===== config.mk =====
export PLATFORM = sky130hd
export DESIGN_NAME = wb_regfile
export DESIGN_NICKNAME = d
export VERILOG_FILES = /design/src/rtl/wb_pkg.sv /design/src/rtl/wb_regfile_sb_cnt.sv /design/src/rtl/wb_regfile.sv
export SDC_FILE = /design/constraint.sdc
export NUM_CORES = 2
export LEC_CHECK = 0
export ABC_AREA = 1
export ABC_CLOCK_PERIOD_IN_PS = 37200
export CORE_MARGIN = 2
export CORE_UTILIZATION = 45
export DETAILED_ROUTE_END_ITERATION = 10
export DONT_BUFFER_PORTS = 1
export PLACE_DENSITY_LB_ADDON = 0.12
export SYNTH_ARGS = -nofsm -noshare
export SYNTH_HDL_FRONTEND = slang
export SYNTH_SLANG_ARGS = --single-unit

===== constraint.sdc =====
create_clock -name clk -period 37.2 [get_ports clk]
set_input_delay 3.72 -clock clk [delete_from_list [all_inputs] [get_ports clk]]
set_output_delay 3.72 -clock clk [all_outputs]
set_load 0.02 [all_outputs]

===== src/rtl/wb_pkg.sv =====
// Shared sizing for the write-back register file and its
// per-register pending-write scoreboard.
package wb_pkg;
   localparam int DW   = 32;
   localparam int AW   = 5;
   localparam int CW   = 2;
   localparam int NREG = 32;

   localparam logic [CW-1:0] CNT_MAX = 2'd3;

   typedef logic [DW-1:0] word_t;
   typedef logic [AW-1:0] addr_t;
   typedef logic [CW-1:0] cnt_t;

   typedef enum logic [1:0] {
      SB_HOLD = 2'b00,
      SB_DEC  = 2'b01,
      SB_INC  = 2'b10,
      SB_BOTH = 2'b11
   } sb_op_e;
endpackage


===== src/rtl/wb_regfile_sb_cnt.sv =====
// Saturating pending-write counter for one register; flags
// overflow on inc at max and underflow on dec at zero.
module sb_cnt
   import wb_pkg::*;
#(
   parameter int CW = wb_pkg::CW
) (
   input  logic          clk,
   input  logic          rst,
   input  logic          i_inc,
   input  logic          i_dec,
   output logic [CW-1:0] o_cnt,
   output logic          o_ovf,
   output logic          o_unf
);

   localparam logic [CW-1:0] W_MAX = '1;

   logic [CW-1:0] r_cnt;
   logic [CW-1:0] w_nxt;
   sb_op_e        w_op;

   always_comb begin
      w_op  = sb_op_e'({i_inc, i_dec});
      w_nxt = r_cnt;
      o_ovf = 1'b0;
      o_unf = 1'b0;
      unique case (w_op)
         SB_INC: begin
            if (r_cnt == W_MAX) o_ovf = 1'b1;
            else                w_nxt = r_cnt + 1'b1;
         end
         SB_DEC: begin
            if (r_cnt == '0) o_unf = 1'b1;
            else             w_nxt = r_cnt - 1'b1;
         end
         default: ;
      endcase
   end

   always_ff @(posedge clk or posedge rst) begin
      if (rst) r_cnt <= '0;
      else     r_cnt <= w_nxt;
   end

   assign o_cnt = r_cnt;
endmodule


===== src/rtl/wb_regfile.sv =====
// Register file with same-cycle write bypass and a per-register
// pending-write scoreboard that stalls issue on RAW hazards.
module wb_regfile
   import wb_pkg::*;
#(
   parameter int DW = wb_pkg::DW,
   parameter int AW = wb_pkg::AW,
   parameter int CW = wb_pkg::CW
) (
   input  logic          clk,
   input  logic          rst,
   input  logic          wb_write,
   input  logic [AW-1:0] wb_addr,
   input  logic [DW-1:0] wb_data,
   input  logic [AW-1:0] rs_addr,
   input  logic [AW-1:0] rt_addr,
   input  logic          rs_use,
   input  logic          rt_use,
   output logic [DW-1:0] rs_data,
   output logic [DW-1:0] rt_data,
   input  logic          iss_valid,
   input  logic [AW-1:0] iss_dst,
   input  logic          iss_wr,
   output logic          stall,
   output logic [1:0]    sb_err
);

   localparam int NR = 1 << AW;

   logic [DW-1:0] r_regs [NR];
   logic [CW-1:0] w_pend [NR];
   logic [NR-1:0] w_inc;
   logic [NR-1:0] w_dec;
   logic [NR-1:0] w_ovf;
   logic [NR-1:0] w_unf;
   logic [1:0]    r_err;
   logic          w_ret;
   logic          w_acc;
   logic          w_blk_rs;
   logic          w_blk_rt;

   // r0 never has an outstanding writer
   assign w_pend[0] = '0;
   assign w_inc[0]  = 1'b0;
   assign w_dec[0]  = 1'b0;
   assign w_ovf[0]  = 1'b0;
   assign w_unf[0]  = 1'b0;

   for (genvar n = 1; n < NR; n++) begin : g_cnt
      assign w_inc[n] = w_acc & (iss_dst == AW'(n));
      assign w_dec[n] = w_ret & (wb_addr == AW'(n));

      sb_cnt #(.CW(CW)) u_cnt (
         .clk   (clk),
         .rst   (rst),
         .i_inc (w_inc[n]),
         .i_dec (w_dec[n]),
         .o_cnt (w_pend[n]),
         .o_ovf (w_ovf[n]),
         .o_unf (w_unf[n])
      );
   end

   // A source whose last pending writer retires this cycle is
   // satisfied by the bypass, so it does not block.
   always_comb begin
      w_ret = wb_write & (wb_addr != '0);

      w_blk_rs = rs_use
               & (rs_addr != '0)
               & (w_pend[rs_addr] != '0)
               & ~(w_ret
                   & (wb_addr == rs_addr)
                   & (w_pend[rs_addr] == CW'(1)));

      w_blk_rt = rt_use
               & (rt_addr != '0)
               & (w_pend[rt_addr] != '0)
               & ~(w_ret
                   & (wb_addr == rt_addr)
                   & (w_pend[rt_addr] == CW'(1)));

      stall = ~rst & iss_valid & (w_blk_rs | w_blk_rt);

      w_acc = iss_valid & ~stall & iss_wr & (iss_dst != '0);
   end

   always_comb begin
      rs_data = '0;
      if (!rst && rs_addr != '0) begin
         if (w_ret && wb_addr == rs_addr) rs_data = wb_data;
         else                             rs_data = r_regs[rs_addr];
      end
   end

   always_comb begin
      rt_data = '0;
      if (!rst && rt_addr != '0) begin
         if (w_ret && wb_addr == rt_addr) rt_data = wb_data;
         else                             rt_data = r_regs[rt_addr];
      end
   end

   always_ff @(posedge clk or posedge rst) begin
      if (rst) begin
         for (int i = 0; i < NR; i++) r_regs[i] <= '0;
      end else if (w_ret) begin
         r_regs[wb_addr] <= wb_data;
      end
   end

   always_ff @(posedge clk or posedge rst) begin
      if (rst) r_err <= '0;
      else     r_err <= r_err | {|w_unf, |w_ovf};
   end

   assign sb_err = r_err;
endmodule


# --- Word level (Yosys, flattened, before mapping) ---
# Index checks and enable logic that the tools add are counted.
totals:
  ff_bits: 1088
  latch_bits: 0
  mem_bits_rw: 0
  rom_bits: 0
  input_bits: 59
  out_inout_bits: 67
  wordCells: 781
  mem_count: 0
op_classes:
  add_sub_neg: 62
  n_mul: 0
  n_div: 0
  order_cmp: 4
  n_eq_ne: 221
  shifts: 0
  n_mux: 236
  bitwise_logic: 87
  reduce_logical: 107
ops:
  columns: ["operator", "count"]
  rows:
  - ["$bwmux W1024", 1]
  - ["$bmux W32 S5", 2]
  - ["$mux W32", 9]
  - ["$demux W32 S5", 1]
  - ["$eq A5 B5 Y1 const B", 32]
  - ["$mux W2", 66]
  - ["$eq A2 B2 Y1 const B", 62]
  - ["$mux W1", 124]
  - ["$ne A2 B2 Y1 const B", 62]
  - ["$pmux W2 S2", 31]
  - ["$reduce_and A3 Y1", 31]
  - ["$eq A5 B4 Y1 const B", 16]
  - ["$and A1 B1 Y1", 78]
  - ["$eq A2 B1 Y1 const B", 33]
  - ["$reduce_bool A2 Y1", 33]
  - ["$add A2 B1 Y2 const B", 31]
  - ["$logic_not A2 Y1", 31]
  - ["$reduce_or A31 Y1", 2]
  - ["$sub A2 B1 Y2 const B", 31]
  - ["$eq A5 B3 Y1 const B", 8]
  - ["$bmux W2 S5", 2]
  - ["$eq A5 B2 Y1 const B", 4]
  - ["$reduce_bool A5 Y1", 4]
  - ["$ge A6 B6 Y1 const B", 3]
  - ["other kinds (9)", 20]

# --- Depth between registers and ports, before layout ---
depth:
  word_depth: 19
  depth_mapped: 23
  ltp_nobuf: 21

# --- Modules after synthesis ---
# Synthesis repeated with hierarchy kept, for this count alone.
unflattened:
  hier_cells: 8393
  hier_area_um2: 61541.5
modules_own_cells:
  columns: ["mod", "n_inst", "cells_per_inst", "area_each_um2", "seq_area_each_um2"]
  rows:
  - ["wb_regfile", 1, 7649, 56887.1, 25674.6]
  - ["sb_cnt", 31, 24, 150.1, 50.0]

# --- Worst setup path before layout ---
# No wires, ideal clock.
synth_timing:
  path_kind: "input -> output"
  startpoint: "input rst"
  endpoint: "output rt_data[11]"
  t_arrival_ns: 32.461
  slack_ns: 1.019
  stages: 3
  path_buffers: 0
  path_cell_list: "inv_1 nand2_1 a21oi_1"
synth_via:
  elab_chain_len: 3
synth_lines:
  columns: ["item", "line", "rtl"]
  rows:
  - ["start, declared", "wb_regfile.sv:11", "input logic rst,"]
  - ["$logic_not A1 Y1 (no source line)", null, null]
  - ["$logic_and A1 B1 Y1", "wb_regfile.sv:98", "if (!rst && rt_addr != '0) begin"]
  - ["$mux W32", "wb_regfile.sv:98", null]
  - ["end, declared", "wb_regfile.sv:20", "output logic [DW-1:0] rt_data,"]
# No other way between the ends.

# --- Worst setup path in the final report ---
layout_timing:
  startpoint: "input rt_addr[0]"
  endpoint: "output stall"
layout_via:
  elab_chain_len: 10
  elab_cells_between_ends: 16
  classes_between: "eq/ne: 2; mux: 3; bitwise: 9; reduce/logical: 2"
layout_lines:
  columns: ["item", "line", "rtl"]
  rows:
  - ["start, declared", "wb_regfile.sv:16", "input logic [AW-1:0] rt_addr,"]
  - ["$not A5 Y6 (implied by the code)", "wb_regfile.sv:78, wb_regfile.sv:81", null]
  - ["$bmux W2 S5", "wb_regfile.sv:78, wb_regfile.sv:81", null]
  - ["$mux W2 (implied by the code) (2 in a row)", "wb_regfile.sv:78, wb_regfile.sv:81", null]
  - ["$eq A2 B1 Y1", "wb_regfile.sv:81", "& (w_pend[rt_addr] == CW'(1)));"]
  - ["$and A1 B1 Y1", "wb_regfile.sv:81", null]
  - ["$not A1 Y1", "wb_regfile.sv:79", "& ~(w_ret"]
  - ["$and A1 B1 Y1 *", "wb_regfile.sv:79", null]
  - ["$or A1 B1 Y1 *", "wb_regfile.sv:83", "stall = ~rst & iss_valid & (w_blk_rs | w_blk_rt);"]
  - ["$and A1 B1 Y1 *", "wb_regfile.sv:83", null]
  - ["end, declared", "wb_regfile.sv:24", "output logic stall,"]
# Every way passes the cells marked *; elsewhere a longest branch is shown, timed or not. The select of a mux whose other input is x is not followed.

==> qor.txt <==
Post-synth ARST share: 100%
Yosys reg bits: 1,088
Initial Util: 45.4%
Pwr Density: 56.4 mW/mm^2
Clk sinks: 1,088
Clock Latency Late Sink: 0.80 ns
Root buffer cell: clkbuf_16
IO Pins: 126
Worst clock skew: 0.0184 ns
HP Class: flop to flop
GP Congestion: 0.939
I/O Buffers: 0
Clk buf depth: 3
Synthesized net count: 8,339
PostCTS Resize Cnt: 0
Arrival time worst endpoint: 7.64 ns
CP Max Fanout: 407
Drt drc: 0
Die Y: 374 um
Worst-Margin Slew: 1.30 ns
GRT Overall Usage: 38.6%
Core Area: 0.136 sq mm
Final slew viol count: 0
Routed wire length: 275,000 um
Total grt overflow: 0
Num CTS Buffers: 132
Synthesized area: 0.0617 sq mm
Peak VDD IR: 0.0000374 V
Crit start category: input port
Max stage delay cell, worst path: buf_4
Yosys cell types: 44
Placed insts: 9,330
Multi-input logic area: 0.0285 sq mm
Final number of hold-violating endpoints: 0
Area delta synth->final: 7.54%
Leak: 28.9 nW
RSZ-0062 raised after global routing: no
Reg2reg start: g_cnt[8].u_cnt.o_cnt[1]
Layout cell share with drive strength beyond 1: 5.16%
Layout Nets: 7,804
CP most frequent cell: nand2_1
Yosys warning count: 0
Endpoints failing setup: 0
Slew HR: 13.4%
Vias in the first global route: 56,800
DR iter-0 viols: 9,451
DR WL/cell: 28.7 um
Cell area after layout: 0.0663 sq mm
Minimum clock period: 11.36 ns
Peak per-stage delay on the critical path: 0.91 ns
Final worst-path cycle share: 30.5%
Crit-path cells: nor2_4, buf_12, buf_4, a21oi_1, nand3_1, nand3_1, nand2_1, nand2_1, nand2_1, inv_1, nand2_1, nand2_1, nand2_1, nand2_2, inv_1
Total number of vias: 61,000
CTS H-Tree Depth: 4
Dpl hpwl: 143,000 um
Worst setup path start: rt_addr[0]
Post-synth top flop: dfrtp_1
Finished Core Util: 48.8%
Worst-path clk slew: 0.06 ns
Drt via density: 6.37
Max-cap violations: 0
Register Area: 0.0272 sq mm
Pin count of the biggest net entering global routing: 451
Drt first pass iters: 6
Area after DPL: 0.0616 sq mm
Post-CTS Setup Bufs: 0
Final ANT Viol Nets: 0
Initial antenna violation count: 7
CTS tree: yes
Highest clock rate: 88.0 MHz
Status: finished clean
Global-route wire length before repair: 400,000 um
Layout Cells excl Fill: 9,576
Row count: 135
Die width: 374 um
Hold_ws: 0.389 ns
Die Area: 0.140 sq mm
Fill cells: 13,400
Setup Crit Path Kind: input port to output port
Crit end category: output port
Setup TNS Final: 0 ns
WP data required: 33.48 ns
Post-Syn Area per Cell: 7.50 sq um
Hold buffers post-CTS: 0
Hold path start: r_regs[1021]
Post-synthesis cell count: 8,218
Seq/Total Area, Yosys: 44.2%
Post-synth EDFFs: 0
==> cell usage after synthesis, types with 17 or more instances <==
cell / count / area share, %
o21ai_0: 1809 / 15
nand2_1: 1553 / 9.5
dfrtp_1: 1088 / 44
inv_1: 728 / 4.4
a21oi_1: 536 / 4.4
clkbuf_1: 467 / 2.8
nand3_1: 467 / 3.8
nor2_1: 375 / 2.3
o211ai_1: 241 / 2.9
buf_2: 219 / 1.8
o2111ai_1: 102 / 1.4
o221ai_1: 93 / 1.3
xor2_1: 65 / 0.92
ha_1: 62 / 1.3
o21ai_1: 50 / 0.41
o22ai_1: 50 / 0.51
buf_1: 37 / 0.23
a22oi_1: 34 / 0.41
buf_4: 30 / 0.37
nor3_1: 26 / 0.21
a221oi_1: 22 / 0.31
nand4_1: 19 / 0.19
or2_2: 18 / 0.18
inv_2: 17 / 0.10
xnor2_1: 17 / 0.24
==> where the power goes <==
part	switching, mW	leakage [nW]	total [mW]	internal (mW)
clock network	0.558	2.30	1.41	0.854
logic	0.466	13.2	0.714	0.248
registers	0.172	13.3	1.61	1.44
total	1.20	28.9	3.74	2.54
==> routing by layer <==
layer,global-route usage [%],part of all wire (%),wire length [um],vias up
li1,-,-,-,26700
met1,52.1,39,108000,29200
met2,56.7,42,115000,4193
met3,10.1,13,34400,844
met4,20.7,6.0,16500,4
met5,0,0.0091,25,-
==> cell usage in the layout (no fill, tap or decap), types with 50 or more instances in the layout <==
| master | n |
|---|---|
| ha_1 | 62 |
| o22ai_1 | 50 |
| o2111ai_1 | 102 |
| o211ai_1 | 241 |
| a21oi_1 | 536 |
| buf_4 | 93 |
| nand2_1 | 1542 |
| o21ai_0 | 1809 |
| dfrtp_1 | 1088 |
| o21ai_1 | 50 |
| inv_1 | 718 |
| nor2_1 | 360 |
| xor2_1 | 65 |
| o221ai_1 | 93 |
| nand3_1 | 466 |
| clkbuf_16 | 138 |
==> registers in the layout (all words and copies together) (netlist names) <==
| name | count |
|---|---|
| sb_err | 2 |
| g_cnt.u_cnt.o_cnt | 62 |
| r_regs | 1024 |
==> final cells by class <==
| type | instances | share of cell area [%] |
|---|---|---|
| Tap cell | 1781 | 3.36 |
| Sequential cell | 1088 | 41.1 |
| Clock inverter | 43 | 1.02 |
| Antenna cell | 4 | 0.0151 |
| Inverter | 753 | 4.34 |
| Timing Repair Buffer | 96 | 1.14 |
| Multi-Input combinational cell | 5612 | 43.0 |
| Clock buffer | 199 | 6.07 |
==> logic make-up (layout without fill, tap and decap cells) <==
family                     count (synthesis)  after routing  share of synthesized area (%)
DFF                                     1088           1088                           44.2
adders and majority gates                 62             62                           1.26
muxes                                      1              1                         0.0183
AOI/OAI and AO/OA                       2960           2960                           26.7
buffers and inverters                   1518           1091                           10.0
and+or+nand+nor                         2507           2507                           16.7
xor gates and xnor gates                  82             82                           1.16
other                                      0              4                              0
==> critical path: cells and delay by family <==
family	cells	cell delay (ns)
buffers and inverters	4	2.10
AND/OR/NAND/NOR	10	1.36
AO/OA/AOI/OAI	1	0.14
==> metrics by stage <==
| stage | power [mW] | setup slack, ns |
|---|---|---|
| after global placement | 2.30 | 26.19 |
| after detailed placement | 2.32 | 26.21 |
| after CTS | 3.73 | 26.20 |
| after floorplan | 2.16 | 1.02 |
| final | 3.74 | 25.84 |
| after global routing | 3.92 | 25.92 |
==> final timing paths <==
path,slack [ns],end,cells past startpoint
hold / removal,0.39,r_regs[1021],0
min in group asynchronous,2.82,r_regs[486],1
setup / recovery,25.84,stall,15
max in group asynchronous,30.70,r_regs[84],5
setup reg to reg,32.96,sb_err[0],20
hold reg to reg,0.39,r_regs[1021],0
No activity file was read; power rests on OpenSTA's default activity.
